===== config.mk =====
export PLATFORM = sky130hd
export DESIGN_NAME = shadow_regfile
export DESIGN_NICKNAME = d
export VERILOG_FILES = /design/src/rtl/regfile_checker_shadow_regfile.sv
export SDC_FILE = /design/constraint.sdc
export NUM_CORES = 1
export LEC_CHECK = 0
export CAP_MARGIN = 5
export CORE_MARGIN = 1.5
export CORE_UTILIZATION = 30
export DETAILED_ROUTE_END_ITERATION = 7
export GPL_ROUTABILITY_DRIVEN = 0
export GPL_TIMING_DRIVEN = 1
export PLACE_DENSITY = 0.55
export REMOVE_ABC_BUFFERS = 1
export SLEW_MARGIN = 20
export SYNTH_ARGS = -nofsm -noshare
export SYNTH_HDL_FRONTEND = slang
export SYNTH_SLANG_ARGS = --single-unit
export TNS_END_PERCENT = 5

===== constraint.sdc =====
create_clock -name clk -period 2.7 [get_ports clk]
set_clock_uncertainty 0.05 [all_clocks]
set_input_delay 0.405 -clock clk [delete_from_list [all_inputs] [get_ports clk]]
set_output_delay 0.405 -clock clk [all_outputs]
set_load 0.05 [all_outputs]

===== src/rtl/regfile_checker_shadow_regfile.sv =====
// Shadow copy of the architectural register file: sync write, comb read, sync clear-all.
// Out-of-range addresses are dropped on write and read back as zero.
module shadow_regfile #(
  parameter int NUM_REGS = 16,
  parameter int DATA_W   = 32,
  parameter int REG_AW   = 4
) (
  input  logic              clk,
  input  logic              clr,
  input  logic              we,
  input  logic [REG_AW-1:0] waddr,
  input  logic [DATA_W-1:0] wdata,
  input  logic [REG_AW-1:0] raddr,
  output logic [DATA_W-1:0] rdata
);

  localparam logic [REG_AW:0] NREGS = (REG_AW + 1)'(NUM_REGS);

  logic [DATA_W-1:0] mem [NUM_REGS];

  always_ff @(posedge clk) begin
    if (clr) begin
      for (int i = 0; i < NUM_REGS; i++) mem[i] <= '0;
    end else if (we && ({1'b0, waddr} < NREGS)) begin
      mem[waddr] <= wdata;
    end
  end

  assign rdata = ({1'b0, raddr} < NREGS) ? mem[raddr] : '0;

endmodule


Yosys cells after proc, flatten, opt, wreduce, memory -nomap -nowiden
Memories as Yosys holds them, arrays and structs flattened.
Cells that the tools add are included.
{"block": "word_totals", "ff_bits": 0, "ramBits": 512, "inputBits": 43, "output_inout_bits": 32, "elab_cells": 10, "memories": 1}
{"memory": "mem", "words": 16, "width": 32, "read_ports": 1, "rd_clocked_by_memory_dff": 0, "wr": 16, "line_no": "19", "text": "logic [DATA_W-1:0] mem [NUM_REGS];"}
{"block": "classes", "mux": 8, "n_reduce_logical": 1}
{"op": "32-bit two-way mux", "count": 1}
{"op": "32-bit OR reduction", "count": 1}
{"op": "1-bit two-way mux", "count": 6}
{"op": "4-bit two-way mux", "count": 1}

Depth between registers and ports, before layout
Gate-level depths: netlist of run 1.
{"block": "depth", "ltp_word": 5, "mapped_depth": 5}

Worst setup path after synthesis of run 1
No wires, ideal clock.
{"block": "synth_timing", "kind": "input to output", "start": "in raddr[0]", "end": "out rdata[11]", "arrival_ps": 1865, "required_ps": 2245, "slack_ps": 380, "path_stages": 5, "cell_sequence": "buf_2 > buf_4 > mux4_2 > a22oi_1 > nand2_1"}
{"block": "synth_via", "elab_chain_cells": 1}
{"element": "start, declared", "line_no": "13", "text": "input logic [REG_AW-1:0] raddr,"}
{"element": "memory read 16 x 32 bit"}
{"element": "end, declared", "line_no": "14", "text": "output logic [DATA_W-1:0] rdata"}
Every way passes these cells.

Worst setup path in the final report of run 1
{"block": "layout_timing", "start": "mem mem[3][29]", "end": "out rdata[29]"}
{"block": "layout_via", "elab_chain_cells": 1}
{"element": "start, declared", "line_no": "19"}
{"element": "memory read 16 x 32 bit"}
Every way passes these cells.

==> results_dict.tcl, run 1 <==
set metrics [dict create \
    yosysSeqAreaShare_pct 67.16 \
    cp_max_fo 1 \
    final_cell_mix "edfxtp_1 (512), and2_1 (480), mux4_2 (128), buf_4 (76), a22oi_1 (62)" \
    drc 0 \
    die_h_um 279.2 \
    p_clk_share_pct 37.6 \
    fp.coreArea_um2 75700 \
    yosys_warnings 0 \
    p_per_area_nw_per_um2 657.7 \
    grt_max_degree 33 \
    start_util_pct 30.24 \
    period_minus_slack_ps 2643 \
    tns_ps 0 \
    fmax_ghz 0.3784 \
    top_regs "mem: 512 flops" \
    cts_tree "built" \
    vias 12390 \
    area_delta_synth_final_pct 18.03 \
    rows 101 \
    clock_sinks 512 \
    antenna_cells 0 \
    seqPwrFrac_pct 52.3 \
    post-dp-hpwl_um 34950 \
    dr.pass1.iters 5 \
    io_pins 75 \
    drive_gt1_share_pct 24.33 \
    drt_iter0_drc 1367 \
    maxCapViolCount 0 \
    grt_pass1_vias 13040 \
    hold_ws_ps 752.8 \
    final_common_cell "edfxtp_1" \
    ys_types 22 \
    status "complete, no violations" \
    slew_headroom_pct 59.78 \
    regMostFlops "mem" \
    slew_viol_final 0 \
    vias_per_cell 4.920 \
    dieArea_um2 77980 \
    io_buffers 74 \
    grt_setup_unrepaired "false" \
    p_switching_uw 4148 \
    clock_path_buffers 3 \
    wl_per_cell_um 24.18 \
    cts-root-buf "clkbuf_16" \
    crit_slowest_cell "mux4_2" \
    cp-end-kind "output port" \
    netlist_instances 1416 \
    synth_area_leader_cell "edfxtp_1" \
    holdCritPathClass "in2reg" \
    hold_viol 0 \
    required_ps 2250 \
    path_cells "mux4_2 -> a22oi_1 -> nand2_1 -> buf_12" \
    critPathLaunch "mem[3][29]" \
    critical-path-max-stage-delay_ps 480 \
    fin_crit_sh_pct 97.89 \
    clk_pin_slew_worst_paths_ps 60 \
    syn_area_per_cell_um2 16.17 \
    grt.total_usage_pct 15.69 \
    endpoint "rdata[29]" \
    sw_frac_of_total_pct 23.34 \
    grt_pass1_wl_um 88550 \
    synth.ff_latch_count 512 \
    cts_buffers 54 \
    synth_top_area_share_pct 67.16 \
    p_int_uw 13620 \
    wirelength_um 60910 \
    antenna_left 0 \
    worst_slew_pin_slew_ps 601.4 \
    largest_reg_flops 512 \
    antenna_found_initial 4 \
    cellLeakagePower_uw 0.009285 \
    setup-violations-final 0 \
    pwr-share-comb_pct 10.1 \
    critical_path_class "reg2out" \
    die_w_um 279.2 \
    fin_nets 1546 \
    worst_setup_path_start_kind "flop" \
    htree_levels 2 \
    ir_drop_uv 373.1 \
    synthTopCellsByArea "edfxtp_1 (67%), and2_1 (13%), mux4_2 (13%), a22oi_1 (2.1%), clkbuf_1 (1.6%)" \
    syn-cell-area_um2 22890 \
    grt_overflow 0 \
    final_util_pct 35.70 \
    arrival_ps 2190 \
]
power groups by stage:
stage	Clock (uW)	Combinational (uW)	Sequential [uW]
finish	6680	1800	9300
global route	7110	1910	9340
CTS	6830	1830	9300
detailed placement	0	1830	9470
global placement	0	1820	9440
floorplan	0	893	9420
critical path: cells and delay by family, from the launching register on:
family | cells | cell delay [ps]
buffers and inverters | 1 | 190
AOI/OAI and AO/OA | 1 | 370
and+or+nand+nor | 1 | 190
DFF | 1 | 350
muxes | 1 | 480
per-layer routing:
metal	GRT usage, %	part of all wire, %	vias to the layer above
li1	-	-	5409
met2	25.18	47	389
met1	22.08	45	6531
met4	3.512	1.6	0
met5	0	0	-
met3	2.895	6.8	65
logic make-up (layout without fill, tap and decap cells):
logic type | after synthesis | count (layout) | synth area share, %
and+or+nand+nor | 587 | 587 | 15.95
DFF | 512 | 512 | 67.16
muxes | 128 | 128 | 12.59
buffers and inverters | 125 | 250 | 2.203
AOI/OAI and AO/OA | 64 | 64 | 2.099
final cells by class:
class                           count  area, um2
Tap cell                          978       1224
Fill cell                        7078      48680
Timing Repair Buffer              156       1758
Multi-Input combinational cell    779       7132
Sequential cell                   512      15370
Clock inverter                     22      92.59
Clock buffer                       72       1440
Yosys cell counts (all sizes together):
master and count:
a22oi 64, and2 513, buf 22, clkbuf 103, edfxtp 512, mux4 128
nand2 33, nand2b 2, nand4b 1, nand4bb 2, nor2 13, nor2b 2
nor3 4, or2 16, or4b 1
stage by stage:
stage / worst slack, ps / instance area [um2] / instances / total power (uW)
after detailed placement: 115.4 / 25480 / 2425 / 11300
after floorplan: -116.4 / 22390 / 1291 / 10310
after global placement: 94.51 / 25480 / 2425 / 11260
after CTS: 28.83 / 27010 / 2519 / 17960
after global routing: 19.05 / 27020 / 2519 / 18350
final: 56.96 / 27020 / 2519 / 17770
worst min path at each step:
stage	startpoint	end	depth (start not counted)
floorplan	wdata[0]	mem[10][0]	1
global placement	mem[14][11]	rdata[11]	4
detailed placement	mem[14][11]	rdata[11]	4
CTS	wdata[14]	mem[2][14]	2
global route	wdata[0]	mem[9][0]	2
finish	wdata[2]	mem[15][2]	2
repair_timing:
action | 4_1_cts | 5_1_grt
setup endpoints to repair | 0 | 2
buffers inserted | 0 | 0
endpoints found under the hold margin | 0 | 0
hold buffers | 0 | 0
gates resized for setup | 0 | 2
(Power assumes the default switching activity.)
==> inputs of run 2 (changes only) <==
--- a/config.mk
+++ b/config.mk
@@ -6,12 +6,14 @@
 export NUM_CORES = 1
 export LEC_CHECK = 0
 export CAP_MARGIN = 5
+export CELL_PAD_IN_SITES_DETAIL_PLACEMENT = 0
+export CELL_PAD_IN_SITES_GLOBAL_PLACEMENT = 2
 export CORE_MARGIN = 1.5
 export CORE_UTILIZATION = 30
 export DETAILED_ROUTE_END_ITERATION = 7
 export GPL_ROUTABILITY_DRIVEN = 0
 export GPL_TIMING_DRIVEN = 1
-export PLACE_DENSITY = 0.55
+export PLACE_DENSITY = 0.66
 export REMOVE_ABC_BUFFERS = 1
 export SLEW_MARGIN = 20
 export SYNTH_ARGS = -nofsm -noshare
==> run 2 against run 1 <==
Net effect: hold slack got worse by 9.3 ps; critical path type unchanged; die area unchanged; clock power up 5.1%; power rose by 2.2%; critical path depth is the same; via count down 0.27%; utilization is 0.34 points higher.
==> results_dict.tcl, run 2 (synthesized netlist as in run 1, its figures left out) <==
set metrics [dict create \
    drive_gt1_share_pct 25.23 \
    clk_pin_slew_worst_paths_ps 60 \
    wirelength_um 64470 \
    hold_buffers 0 \
    wl_per_cell_um 25.44 \
    antenna_left 0 \
    cp-end-kind "output port" \
    p_switching_uw 4295 \
    vias_per_cell 4.878 \
    cellLeakagePower_uw 0.009419 \
    p_per_area_nw_per_um2 665.6 \
    rows 101 \
    worst_setup_path_start_kind "flop" \
    min_from "wdata[15]" \
    p_int_uw 13860 \
    grt_setup_unrepaired "false" \
    htree_levels 2 \
    critPathLaunch "mem[8][23]" \
    post-dp-hpwl_um 37850 \
    power_uw 18150 \
    clock_path_buffers 3 \
    multi_input_area_um2 7127 \
    cts_buffers 55 \
    drt_iter0_drc 1062 \
    largest_reg_flops 512 \
    dr.pass1.iters 5 \
    grt_max_degree 35 \
    maxCapViolCount 0 \
    start_util_pct 30.24 \
    vias 12360 \
    slew_headroom_pct 55.27 \
    slew_viol_final 0 \
    die_h_um 279.2 \
    required_ps 2250 \
    hold_viol 0 \
    critical_path_class "reg2out" \
    ir_drop_uv 512.8 \
    top_regs "mem: 512 flops" \
    place_area_um2 25630 \
    path_cells "mux4_2 -> a22oi_1 -> nand2_1 -> buf_4" \
    cp_top_family "multiplexers" \
    grt.total_usage_pct 16.85 \
    post-cts-setup-buffer-count 0 \
    regArea_um2 15370 \
    grt_pass1_vias 13230 \
    worst_slew_pin_slew_ps 668.9 \
    filler_cell_count 7006 \
    period_minus_slack_ps 2604 \
    sw_frac_of_total_pct 23.66 \
    dieArea_um2 77980 \
    fp.coreArea_um2 75700 \
    grt_overflow 0 \
    pwr-share-comb_pct 10.1 \
    setup-violations-final 0 \
    cts-root-buf "clkbuf_16" \
    seqPwrFrac_pct 51.2 \
    clock_sinks 512 \
    cp_max_fo 1 \
    regMostFlops "mem" \
    area_delta_synth_final_pct 19.14 \
    fin_crit_sh_pct 96.45 \
    arrival_ps 2150 \
    cts_tree "built" \
    io_buffers 74 \
    holdCritPathClass "in2reg" \
    drc 0 \
    fin_nets 1556 \
    io_pins 75 \
    antenna_found_initial 8 \
    fmax_ghz 0.3840 \
    status "complete, no violations" \
    final_util_pct 36.03 \
    final_common_cell "edfxtp_1" \
    grt_pass1_wl_um 94340 \
    p_clk_share_pct 38.6 \
    crit_slowest_cell "mux4_2" \
    critical-path-max-stage-delay_ps 460 \
    stdcell_area_um2 27270 \
    final_cell_mix "edfxtp_1 (512), and2_1 (480), mux4_2 (128), buf_4 (78), a22oi_1 (63)" \
    crit_buf_inv 1 \
    die_w_um 279.2 \
    cts_resized 0 \
]
==> run 2: routing by layer <==
layer	routed length [um]	vias to the layer above	global-route usage, %	part of all wire, %
li1	-	5441	-	-
met1	28300	6505	22.69	44
met5	20	-	0	0.031
met3	3201	86	2.661	5.0
met2	31500	325	28.24	49
met4	1449	4	4.501	2.2
==> run 2: area by class of cell <==
cell class,count,area share (%)
diodes,2,0.01835
clock buffers,66,5.197
clock inverters,32,0.7844
multi-input cells,779,26.13
flip-flops and latches,512,56.37
well taps,978,4.486
repair buffers,165,7.014
==> run 2: per-stage QoR <==
step	setup TNS, ps	hold slack [ps]	instances	worst slack [ps]
floorplan	-6830	553.2	1291	-116.4
global placement	0	1180	2434	112.8
detailed placement	0	1182	2434	84.69
CTS	0	731.9	2532	34.82
global route	0	791.6	2534	7.346
finish	0	743.4	2534	95.96
==> run 2: worst paths after layout <==
check	end	cells after the start
worst min-delay path	mem[2][15]	2
worst max-delay path	rdata[23]	4
==> run 2: power groups by stage <==
stage          Sequential [uW]  Clock [uW]  Combinational (uW)
2_1_floorplan             9420           0                 893
3_3_place_gp              9450           0                1870
3_5_place_dp              9470           0                1880
4_1_cts                   9310        7170                1880
5_1_grt                   9340        7470                1950
6_report                  9300        7020                1840
